===== src/rtl/alu_seq_if.sv =====
// Request/response bundle for alu_seq: operands and opcode in, registered
// result, flags and the start/busy/done handshake out.
interface alu_seq_if #(
  parameter int WIDTH = 16
);
  logic             start;
  logic [2:0]       operation;
  logic [WIDTH-1:0] in_bus;
  logic [WIDTH-1:0] in_AC;
  logic [WIDTH-1:0] data_out;
  logic             zero;
  logic             carry;
  logic             busy;
  logic             done;

  modport master (
    output start, operation, in_bus, in_AC,
    input  data_out, zero, carry, busy, done
  );

  modport slave (
    input  start, operation, in_bus, in_AC,
    output data_out, zero, carry, busy, done
  );
endinterface


===== src/rtl/alu_seq.sv =====
// Registered ALU with zero/carry flags. Single-cycle ops complete at the
// accepting edge; MUL runs a WIDTH-step shift-add loop while busy is high.
module alu_seq #(
  parameter int WIDTH = 16
) (
  input logic     clk,
  input logic     rst,
  alu_seq_if.slave bus
);
  localparam int CNT_W = $clog2(WIDTH + 1);

  localparam logic [2:0] OP_PASS_B = 3'd0;
  localparam logic [2:0] OP_ADD    = 3'd1;
  localparam logic [2:0] OP_SUB    = 3'd2;
  localparam logic [2:0] OP_MUL    = 3'd3;
  localparam logic [2:0] OP_INC    = 3'd4;
  localparam logic [2:0] OP_SHR    = 3'd5;
  localparam logic [2:0] OP_CLR    = 3'd6;
  localparam logic [2:0] OP_PASS_A = 3'd7;

  typedef enum logic {IDLE, MUL} state_t;

  state_t               state, state_nxt;
  logic [CNT_W-1:0]     cnt;
  logic [2*WIDTH-1:0]   mcand;
  logic [WIDTH-1:0]     mplier;
  logic [2*WIDTH-1:0]   prod;
  logic [2*WIDTH-1:0]   prod_step;
  logic [WIDTH:0]       alu_res;
  logic                 accept;
  logic                 mul_last;
  logic [WIDTH-1:0]     data_out_r;
  logic                 zero_r;
  logic                 carry_r;
  logic                 done_r;

  // Single-cycle result as {carry, value}; MUL never goes through here.
  function automatic logic [WIDTH:0] alu_op(
    input logic [2:0]       op,
    input logic [WIDTH-1:0] a,
    input logic [WIDTH-1:0] b
  );
    logic [WIDTH:0] r;
    r = '0;
    case (op)
      OP_PASS_B: r = {1'b0, b};
      OP_ADD:    r = {1'b0, a} + {1'b0, b};
      OP_SUB:    r = {(a < b), a - b};
      OP_INC:    r = {(a == {WIDTH{1'b1}}), a + WIDTH'(1)};
      OP_SHR:    r = {a[0], 1'b0, a[WIDTH-1:1]};
      OP_CLR:    r = '0;
      OP_PASS_A: r = {1'b0, a};
      default:   r = '0;
    endcase
    return r;
  endfunction

  assign accept   = (state == IDLE) && bus.start;
  assign mul_last = (state == MUL) && (cnt == CNT_W'(1));
  assign alu_res  = alu_op(bus.operation, bus.in_AC, bus.in_bus);

  assign bus.data_out = data_out_r;
  assign bus.zero     = zero_r;
  assign bus.carry    = carry_r;
  assign bus.done     = done_r;
  assign bus.busy     = (state == MUL);

  // One shift-add step: accumulate the shifted multiplicand when the multiplier LSB is set.
  always_comb begin
    prod_step = prod;
    if (mplier[0]) prod_step = prod + mcand;
  end

  // State register.
  always_ff @(posedge clk) begin
    if (rst) state <= IDLE;
    else     state <= state_nxt;
  end

  // Next-state: MUL is entered on an accepted multiply and left on its final step.
  always_comb begin
    state_nxt = state;
    case (state)
      IDLE:    if (bus.start && bus.operation == OP_MUL) state_nxt = MUL;
      MUL:     if (cnt == CNT_W'(1)) state_nxt = IDLE;
      default: state_nxt = IDLE;
    endcase
  end

  // Control and visible outputs: results/flags move only on completion or reset.
  always_ff @(posedge clk) begin
    if (rst) begin
      data_out_r <= '0;
      zero_r     <= 1'b0;
      carry_r    <= 1'b0;
      done_r     <= 1'b0;
      cnt        <= '0;
    end else begin
      done_r <= 1'b0;
      if (accept) begin
        if (bus.operation == OP_MUL) begin
          cnt <= CNT_W'(WIDTH);
        end else begin
          data_out_r <= alu_res[WIDTH-1:0];
          carry_r    <= alu_res[WIDTH];
          zero_r     <= (alu_res[WIDTH-1:0] == '0);
          done_r     <= 1'b1;
        end
      end else if (state == MUL) begin
        cnt <= cnt - CNT_W'(1);
        if (mul_last) begin
          data_out_r <= prod_step[WIDTH-1:0];
          carry_r    <= |prod_step[2*WIDTH-1:WIDTH];
          zero_r     <= (prod_step[WIDTH-1:0] == '0);
          done_r     <= 1'b1;
        end
      end
    end
  end

  // Multiplier datapath: operands latched at acceptance, then shifted each MUL step.
  always_ff @(posedge clk) begin
    if (accept && bus.operation == OP_MUL) begin
      mcand  <= {{WIDTH{1'b0}}, bus.in_AC};
      mplier <= bus.in_bus;
      prod   <= '0;
    end else if (state == MUL) begin
      prod   <= prod_step;
      mcand  <= mcand << 1;
      mplier <= mplier >> 1;
    end
  end
endmodule


===== src/flat_wrapper.sv =====
// flat-port wrapper written by rule: the top's interface ports become plain ports
module alu_seq_flat 
#(
  parameter int WIDTH = 16
)
  (clk, rst, bus_start, bus_operation, bus_in_bus, bus_in_AC, bus_data_out, bus_zero, bus_carry, bus_busy, bus_done);
  alu_seq_if #(.WIDTH(WIDTH)) bus_i ();
  input logic clk;
  input logic rst;
  input wire logic [$bits(bus_i.start)-1:0] bus_start;
  input wire logic [$bits(bus_i.operation)-1:0] bus_operation;
  input wire logic [$bits(bus_i.in_bus)-1:0] bus_in_bus;
  input wire logic [$bits(bus_i.in_AC)-1:0] bus_in_AC;
  output wire logic [$bits(bus_i.data_out)-1:0] bus_data_out;
  output wire logic [$bits(bus_i.zero)-1:0] bus_zero;
  output wire logic [$bits(bus_i.carry)-1:0] bus_carry;
  output wire logic [$bits(bus_i.busy)-1:0] bus_busy;
  output wire logic [$bits(bus_i.done)-1:0] bus_done;
  assign bus_i.start = bus_start;
  assign bus_i.operation = bus_operation;
  assign bus_i.in_bus = bus_in_bus;
  assign bus_i.in_AC = bus_in_AC;
  assign bus_data_out = bus_i.data_out;
  assign bus_zero = bus_i.zero;
  assign bus_carry = bus_i.carry;
  assign bus_busy = bus_i.busy;
  assign bus_done = bus_i.done;
  alu_seq #(.WIDTH(WIDTH)) u_core (.clk(clk), .rst(rst), .bus(bus_i));
endmodule

===== config.mk =====
export PLATFORM = sky130hd
export DESIGN_NAME = alu_seq_flat
export DESIGN_NICKNAME = d
export VERILOG_FILES = /design/src/rtl/alu_seq_if.sv /design/src/rtl/alu_seq.sv /design/src/flat_wrapper.sv
export SDC_FILE = /design/constraint.sdc
export NUM_CORES = 1
export LEC_CHECK = 0
export ABC_AREA = 1
export BUFFER_PORTS_ARGS = -buffer_cell sky130_fd_sc_hd__buf_4
export CAP_MARGIN = 20
export CELL_PAD_IN_SITES_DETAIL_PLACEMENT = 2
export CELL_PAD_IN_SITES_GLOBAL_PLACEMENT = 2
export CORE_UTILIZATION = 37
export CTS_CLUSTER_SIZE = 10
export DETAILED_ROUTE_END_ITERATION = 7
export PLACE_DENSITY = 0.95
export SLEW_MARGIN = 40
export SYNTH_ARGS = -nofsm -noshare
export SYNTH_HDL_FRONTEND = slang
export SYNTH_SLANG_ARGS = --single-unit

===== constraint.sdc =====
create_clock -name clk -period 3.65 [get_ports clk]
set_input_delay 0.365 -clock clk [delete_from_list [all_inputs] [get_ports clk]]
set_output_delay 0.365 -clock clk [all_outputs]
set_load 0.01 [all_outputs]

Word-level counts from Yosys, hierarchy flattened
Index checks and enable logic that the tools add are counted.

storage, ports and cells
  bits in registers = 105
  latch bits = 0
  RAM bits = 0
  memory bits (read-only) = 0
  output and inout bits = 20
  logic and storage cells = 68
  memories kept = 0

cells by class
  add/subtract/negate cells = 5
  multipliers = 0
  div/mod/pow operators = 0
  $lt $le $gt $ge = 1
  equality and inequality tests = 10
  shift-type cells = 0
  muxes and demuxes = 28
  bitwise gates (word level) = 1
  reductions and logical operators = 13

operators with widths
  operator                 count
  $mux W16                 8
  $pmux W17 S6             1
  $add A32 B32 Y32         1
  $logic_not A16 Y1        2
  $mux W32                 1
  $add A16 B16 Y17         1
  $add A16 B1 Y16 const B  1
  $eq A16 B16 Y1 const B   1
  $lt A16 B16 Y1           1
  $reduce_or A16 Y1        1
  $sub A16 B16 Y16         1
  $mux W5                  3
  $mux W1                  14
  $eq A3 B3 Y1 const B     3
  $eq A3 B2 Y1 const B     2
  $reduce_bool A2 Y1       3
  $eq A5 B1 Y1 const B     1
  $sub A5 B1 Y5 const B    1
  $logic_and A1 B1 Y1      4
  $ne A2 B2 Y1 const B     2
  $eq A3 B1 Y1 const B     1
  $logic_not A3 Y1         1
  $reduce_and A3 Y1        1
  $pmux W1 S2              1
  2 further kinds          2

Depth between registers and ports, before layout
Gate-level depths: netlist of the first run.

  word-level depth = 6
  depth in mapped cells = 21

Worst setup path before layout of the first run
No wires, ideal clock.

  path kind = input to register
  start point = in bus_operation[1]
  end point = reg u_core.mcand[0], enable pin
  setup time = 409 ps
  data arrival time = 2,086 ps
  data required time = 3,241 ps
  setup slack = 1,155 ps
  stages = 7
  path buffers = 1
  cell sequence = inv_1 > nor3_1 > inv_1 > nor2_2 > inv_2 > nand2_1 > buf_1

on the way
  word-level cells in the longest chain between the ends = 3

ends and longest elaborated chain
  item                                 line                RTL
  start: declaration                   flat_wrapper.sv:11  input wire logic [$bits(bus_i.operation)-1:0] bus_operation;
  $eq A3 B2 Y1                         alu_seq.sv:123      if (accept && bus.operation == OP_MUL) begin
  $logic_and A1 B1 Y1                  alu_seq.sv:123
  $reduce_bool A2 Y1 (no source line)  -
  end signal: assignment               alu_seq.sv:124      mcand <= {{WIDTH{1'b0}}, bus.in_AC};
  end signal: assignment               alu_seq.sv:129      mcand <= mcand << 1;
  end: declaration                     alu_seq.sv:25       logic [2*WIDTH-1:0] mcand;

Every way passes these cells.
A chain may end at the register's enable or synchronous reset.

Final worst setup path of the first run
  start point = reg u_core.prod[0]
  end point = reg u_core.zero_r (netlist: u_core.bus.zero)

on the way
  word-level cells in the longest chain between the ends = 6

ends and longest elaborated chain
  item                      line            RTL
  start: declaration        alu_seq.sv:27   logic [2*WIDTH-1:0] prod;
  start signal: assignment  alu_seq.sv:128  prod <= prod_step;
  $add A32 B32 Y32          alu_seq.sv:71   if (mplier[0]) prod_step = prod + mcand;
  $mux W32 *                alu_seq.sv:71
  $logic_not A16 Y1 *       alu_seq.sv:114  zero_r <= (prod_step[WIDTH-1:0] == '0);
  $mux W1 *                 alu_seq.sv:111  if (mul_last) begin
  $mux W1 *                 alu_seq.sv:109  end else if (state == MUL) begin
  $mux W1 *                 alu_seq.sv:100  if (accept) begin
  end signal: assignment    alu_seq.sv:106  zero_r <= (alu_res[WIDTH-1:0] == '0);
  end signal: assignment    alu_seq.sv:114
  end: declaration          alu_seq.sv:33   logic zero_r;

Every way passes the cells marked *; elsewhere a longest branch is shown, timed or not. The select of a mux whose other input is x is not followed.

==> results of run 1 <==
## cells in the mapped netlist, types with 2 or more instances
| cell | number | area (µm²) |
|---|---|---|
| nor3_1 | 17 | 85.1 |
| o21bai_1 | 6 | 45.0 |
| a211oi_1 | 4 | 30.0 |
| fa_1 | 3 | 60.1 |
| dfxtp_1 | 73 | 1460 |
| nor2_2 | 4 | 25.0 |
| o21ai_2 | 3 | 26.3 |
| a21oi_1 | 65 | 325 |
| o21ai_0 | 120 | 601 |
| buf_1 | 2 | 7.51 |
| o211ai_1 | 3 | 22.5 |
| or2_2 | 7 | 43.8 |
| a22o_1 | 13 | 114 |
| nor2_1 | 117 | 439 |
| o221ai_1 | 4 | 35.0 |
| o21a_1 | 2 | 15.0 |
| or2_0 | 5 | 31.3 |
| edfxtp_1 | 32 | 961 |
| inv_1 | 252 | 946 |
| ha_1 | 67 | 838 |
| buf_6 | 2 | 22.5 |
| nand3_1 | 101 | 505 |
| xnor2_1 | 12 | 105 |
| xor2_1 | 8 | 70.1 |
| nand4_1 | 8 | 50.1 |
| o22ai_1 | 27 | 169 |
| a31oi_1 | 14 | 87.6 |
| nand2_1 | 468 | 1760 |
| or2_1 | 2 | 12.5 |
| clkbuf_1 | 19 | 71.3 |
| inv_2 | 8 | 30.0 |
| o21ai_1 | 4 | 20.0 |
| nand2_2 | 9 | 56.3 |
| mux2i_1 | 2 | 20.0 |
| nor4_1 | 2 | 12.5 |
| buf_4 | 8 | 60.1 |
| a21o_1 | 4 | 30.0 |
| buf_2 | 12 | 60.1 |
| nand3b_1 | 3 | 22.5 |
| nand3_2 | 5 | 50.1 |
## registers in the layout, summed over array words and instances, names as in the netlist
register / flops
u_core.bus.carry: 1
u_core.bus.busy: 1
u_core.cnt: 5
u_core.prod: 32
u_core.bus.done: 1
u_core.mplier: 16
u_core.bus.data_out: 16
u_core.mcand: 32
u_core.bus.zero: 1
## how the worst max path moves through the flow
| stage | endpoint |
|---|---|
| 3_3_place_gp | u_core.bus.carry |
| 2_1_floorplan | u_core.mcand[0] |
| 5_1_grt | u_core.bus.zero |
| 4_1_cts | u_core.bus.zero |
| 3_5_place_dp | u_core.bus.zero |
| 6_report | u_core.bus.zero |
## cell families (layout without fill, tap and decap cells)
| kind of cell | Yosys count | count (layout) | synth area share (%) |
|---|---|---|---|
| simple gates | 754 | 754 | 33.3 |
| fa+ha+maj | 70 | 70 | 9.44 |
| compound gates | 279 | 279 | 17.1 |
| xor+xnor | 20 | 20 | 1.84 |
| mux | 2 | 2 | 0.210 |
| buf+inv | 305 | 343 | 12.7 |
| flops | 105 | 105 | 25.5 |
## layer usage
layer,part of all wire (%),vias up,GRT usage [%]
li1,-,5004,-
met1,39,5473,37.4
met2,51,360,64.1
met3,3.5,155,4.51
met4,6.5,0,22.9
met5,0,-,0
## critical path, stage by stage (launching register included)
cell	delay (ps)
dfxtp_1	410
ha_1	290
inv_1	90
fa_1	390
inv_1	150
nand3_1	90
nand2_1	180
xnor2_1	180
nand2_1	120
o21ai_0	170
inv_1	130
nor3_1	270
nand3_1	150
nor2_1	200
nand3_1	130
nand2_1	80
inv_1	90
a21oi_1	150
## cell type report
| class | instances | share of cell area, % |
|---|---|---|
| inverters | 261 | 9.32 |
| multi-input cells | 1125 | 56.1 |
| clock inverters | 4 | 0.322 |
| well taps | 330 | 3.93 |
| repair buffers | 66 | 4.72 |
| clock buffers | 12 | 2.55 |
| flip-flops and latches | 105 | 23.1 |
## where the power goes
part           total [mW]  switching [mW]  internal (mW)
sequential           1.53           0.160           1.37
combinational        2.25            1.54          0.707
clock                1.08           0.549          0.531
## layout by cell type, fill, tap and decap left out, types with 5 or more instances in the layout
master     synthesis  layout
clkbuf_16          0      10
o22ai_1           27      27
xor2_1             8       8
dfxtp_1           73      73
a21oi_1           65      65
inv_2              8       9
nor2_1           117     117
nand2_2            9      11
o21ai_0          120     120
buf_4              8      66
inv_1            252     251
or2_2              7       7
nor3_1            17      16
nand2_1          468     466
a31oi_1           14      14
a22o_1            13      13
ha_1              67      67
o21bai_1           6       6
nand3_1          101     101
edfxtp_1          32      32
or2_0              5       5
nand4_1            8       8
xnor2_1           12      12
nand3_2            5       5
==> results.py, run 1 <==
metrics = {
    "synth": {
        "post_synth_num_cell_types": 58,
        "number_of_warnings_printed_during_yosys_synthesis": 0,
        "synthesis.nets": 1643,
        "synth_seq_area_share_pct": 25.5,
        "postSynth.topFlopCell": "dfxtp_1",
        "synth_enable_flop_cells": 32,
        "syn-instance-count": 1535,
        "postSynth.asyncResetShare_pct": 0,
        "postSynthRegisterBits": 105,
        "syn-cell-area_um2": 9510,
        "synthesis.area_per_instance_um2": 6.20,
    },
    "cts": {
        "clockBufferDepth": 2,
        "htree_num_levels": 3,
        "path_clk_slew_ps": 80,
        "tritoncts.num_buffers": 9,
        "clock_tree_from_tritoncts": "done",
        "post_cts_buffers": 0,
        "post_cts_resize_count": 0,
        "cts.hold.buffers_added": 0,
        "clk-insertion-delay-late_ps": 380,
        "cts-root-buf": "clkbuf_16",
        "cts_num_sinks": 105,
    },
    "setup_path": {
        "critPathRequiredTime_ps": 3960,
        "worst_setup_path_startpoint": "u_core.prod[0]",
        "timing.critical_path.to_type": "flip-flop",
        "critical_path_arrival_ps": 3660,
        "worst_r2r_path_depth": 17,
        "timing.rr.end": "u_core.bus.zero",
        "critPathKind": "reg2reg",
        "r2r_slack_ps": 300,
        "crit-reg2reg-launch": "u_core.prod[0]",
        "critical_path_peak_fanout": 4,
        "critical_path.startpoint_type": "flip-flop",
    },
    "timing": {
        "slew_viol_final": 0,
        "hold_violations": 0,
        "layout_min_cycle_time_ps": 3350,
        "hold_slack_ps": 210,
        "rsz_0062_raised_after_global_routing": "no",
        "timing.max_slew.rel_slack_pct": 44.1,
        "setup_viol": 0,
        "setup_total_neg_slack_ps": 0,
        "final.period_utilization_pct": 91.8,
        "max_clock_freq_mhz": 299,
        "final_setup_margin_ps": 300,
        "max_slew.worst_pin.slew_ps": 830,
        "final.setup_skew_ps": 7.50,
    },
    "place": {
        "gpl.final_weighted_congestion": 0.910,
        "placed_area_um2": 10200,
        "place.port_buffers": 57,
        "dp_slack_ps": 461,
        "dpl_wire_length_um": 34100,
        "place_inst": 1887,
    },
    "grt": {
        "global_route_wire_length_before_repair_um": 70200,
        "grt_remaining_overflow": 0,
        "grt_antenna_before_repair": 0,
        "grt_usage_pct": 34.9,
        "grt_pass1_vias": 12500,
        "maximum_number_of_pins_on_one_net_before_global_route_repair": 61,
    },
    "hold_path": {
        "holdCritStartpoint": "rst",
        "timing.hold.worst.class": "in2reg",
        "hold_path_endpoint": "u_core.bus.data_out[6]",
        "hold_depth": 2,
    },
    "routing": {
        "num_vias": 11000,
        "drc": 0,
        "post_dr_vias_cell": 5.78,
        "detail_route.wl_per_cell_um": 23.7,
        "dr.first_iter.drc_count": 723,
        "drt_wl_total_um": 45100,
        "drt-pass1-iter-count": 5,
        "antenna_left": 0,
    },
    "power_and_ir_drop": {
        "leak_pwr_nw": 5.41,
        "max-vdd-ir-drop_uv": 257,
        "power_per_cell_area_nw_per_um2": 463,
        "post-layout-total-power_mw": 4.86,
    },
    "final_layout": {
        "num-fill-cells": 3141,
        "area_growth_syn_to_layout_pct": 10.4,
        "antenna_cells_inserted": 0,
        "area_of_combinational_cells_with_multiple_inputs_um2": 5890,
        "regArea_um2": 2420,
        "fin_nets": 1676,
        "final_core_density_pct": 41.7,
        "fin_cells": 1903,
        "layout.cell_area.non_filler_um2": 10500,
        "share_of_layout_cells_above_drive_strength_1_pct": 8.39,
    },
    "die": {
        "placeable_area_um2": 25200,
        "top_level_ports": 58,
        "die-width_um": 162,
        "die_height_um": 162,
        "fp-row-count": 58,
        "initial_utilization_pct": 37.8,
        "floorplan.die_area_um2": 26400,
    },
    "run": {
        "maxCapViolCount": 0,
    },
    "status": {
        "run_status": "completed",
    },
}
No activity file was read; power rests on OpenSTA's default activity.
==> run 2: changes to the inputs <==
- BUFFER_PORTS_ARGS: -buffer_cell sky130_fd_sc_hd__buf_4 -> default
- CORE_UTILIZATION: 37 -> 38
- DONT_BUFFER_PORTS: default -> 1
- PLACE_DENSITY: 0.95 -> 0.93
==> results.py, run 2 (synthesized netlist as in run 1, its figures left out) <==
metrics = {
    "place": {
        "dp_slack_ps": 579,
        "place.port_buffers": 0,
        "gpl.final_weighted_congestion": 0.949,
        "dpl_wire_length_um": 32500,
    },
    "hold_path": {
        "timing.hold.worst.class": "in2reg",
        "holdCritStartpoint": "rst",
    },
    "power_and_ir_drop": {
        "leak_pwr_nw": 5.13,
        "power_per_cell_area_nw_per_um2": 475,
        "max-vdd-ir-drop_uv": 236,
        "post-layout-total-power_mw": 4.78,
    },
    "timing": {
        "timing.max_slew.rel_slack_pct": 46.6,
        "rsz_0062_raised_after_global_routing": "no",
        "slew_viol_final": 0,
        "layout_min_cycle_time_ps": 3300,
        "hold_violations": 0,
        "max_slew.worst_pin.slew_ps": 799,
        "setup_viol": 0,
        "max_clock_freq_mhz": 303,
        "final.setup_skew_ps": 14.5,
        "final_setup_margin_ps": 347,
        "final.period_utilization_pct": 90.5,
        "setup_total_neg_slack_ps": 0,
    },
    "cts": {
        "post_cts_buffers": 0,
        "clockBufferDepth": 2,
        "post_cts_resize_count": 0,
        "clock_tree_from_tritoncts": "done",
        "cts.hold.buffers_added": 0,
        "tritoncts.num_buffers": 9,
        "cts_num_sinks": 105,
        "htree_num_levels": 3,
        "path_clk_slew_ps": 80,
        "clk-insertion-delay-late_ps": 380,
        "cts-root-buf": "clkbuf_16",
    },
    "routing": {
        "drt-pass1-iter-count": 4,
        "dr.first_iter.drc_count": 548,
        "post_dr_vias_cell": 5.93,
        "drt_wl_total_um": 45000,
        "num_vias": 10900,
        "drc": 0,
        "detail_route.wl_per_cell_um": 24.5,
        "antenna_left": 0,
    },
    "setup_path": {
        "critPathKind": "reg2reg",
        "r2r_slack_ps": 350,
        "crit-reg2reg-launch": "u_core.prod[0]",
        "critical_path.startpoint_type": "flip-flop",
        "critical_path_arrival_ps": 3580,
        "critPathRequiredTime_ps": 3920,
        "worst_setup_path_startpoint": "u_core.prod[0]",
        "timing.critical_path.to_type": "flip-flop",
        "critical_path_peak_fanout": 4,
    },
    "final_layout": {
        "commonest_non_fill_non_tap_cell_in_the_layout": "nand2_1",
        "share_of_layout_cells_above_drive_strength_1_pct": 4.95,
        "fin_nets": 1618,
        "antenna_cells_inserted": 0,
        "area_growth_syn_to_layout_pct": 5.76,
        "largest_registers": "u_core.mcand (32), u_core.prod (32)",
        "most-common-layout-cells": "nand2_1, inv_1, o21ai_0",
        "final_core_density_pct": 41.1,
        "num-fill-cells": 3030,
    },
    "grt": {
        "grt_pass1_vias": 12500,
        "grt_antenna_before_repair": 1,
        "grt_usage_pct": 35.3,
        "grt_remaining_overflow": 0,
        "global_route_wire_length_before_repair_um": 70100,
        "maximum_number_of_pins_on_one_net_before_global_route_repair": 45,
    },
    "status": {
        "run_status": "completed",
    },
    "run": {
        "maxCapViolCount": 0,
    },
    "die": {
        "fp-row-count": 57,
        "top_level_ports": 58,
        "placeable_area_um2": 24500,
        "floorplan.die_area_um2": 25700,
        "die-width_um": 160,
        "die_height_um": 160,
        "initial_utilization_pct": 38.9,
    },
}
==> run 2: cell count changes in the layout (fill, tap and decap cells not counted), sizes merged <==
cell / previous run / this run
buf: 66 / 8
clkinvlp: 1 / 0
clkinv: 3 / 2
inv: 261 / 265
clkbuf: 12 / 10
==> run 2: layer usage <==
layer	global-route usage, %	share of wire, %	routed length (µm)	vias up
li1	-	-	-	4897
met1	36.7	38	17100	5499
met2	65.5	51	23000	332
met3	5.58	4.0	1790	173
met4	23.0	7.0	3130	0
met5	0	0	0	-
==> run 2: path summary, 6_finish.rpt <==
| kind | endpoint | depth (start not counted) |
|---|---|---|
| setup / recovery | u_core.bus.carry | 21 |
| hold reg to reg | u_core.cnt[3] | 2 |
| setup reg to reg | u_core.bus.carry | 21 |
| hold / removal | u_core.cnt[3] | 1 |
==> run 2: where the power goes <==
part / internal, mW / switching [mW] / total (mW)
Clock: 0.506 / 0.566 / 1.07
Sequential: 1.37 / 0.161 / 1.53
Combinational: 0.657 / 1.51 / 2.17
==> run 2: critical path, cell delays in order, from the launching register on <==
cell	delay (ps)
dfxtp_1	370
ha_1	280
inv_1	90
fa_1	390
inv_1	160
nand3_1	90
nand2_1	210
nand2_1	90
nand2_1	200
nand2_1	130
nand3_1	110
nand2_1	70
nand3_1	100
nand2_1	90
nor2_1	140
nand2_1	70
nor2_1	120
nand2_1	120
nand2_1	120
nand3_1	90
nand2_1	120
inv_1	40
==> run 2: stage by stage <==
step | std cells | area [µm²] | hold WS [ps]
detailed placement | 1823 | 9760 | 438
global route | 1839 | 10100 | 39.0
floorplan | 1535 | 9510 | 434
finish | 1839 | 10100 | 48.0
CTS | 1839 | 10100 | 43.9
global placement | 1823 | 9750 | 436
==> run 2: layout make-up <==
| class | instances | area [µm²] | share of cell area [%] |
|---|---|---|---|
| clock inverters | 6 | 65.1 | 0.647 |
| flip-flops and latches | 105 | 2420 | 24.1 |
| repair buffers | 8 | 60.1 | 0.597 |
| multi-input cells | 1125 | 5890 | 58.5 |
| clock buffers | 10 | 239 | 2.38 |
| well taps | 324 | 405 | 4.03 |
| inverters | 261 | 980 | 9.74 |
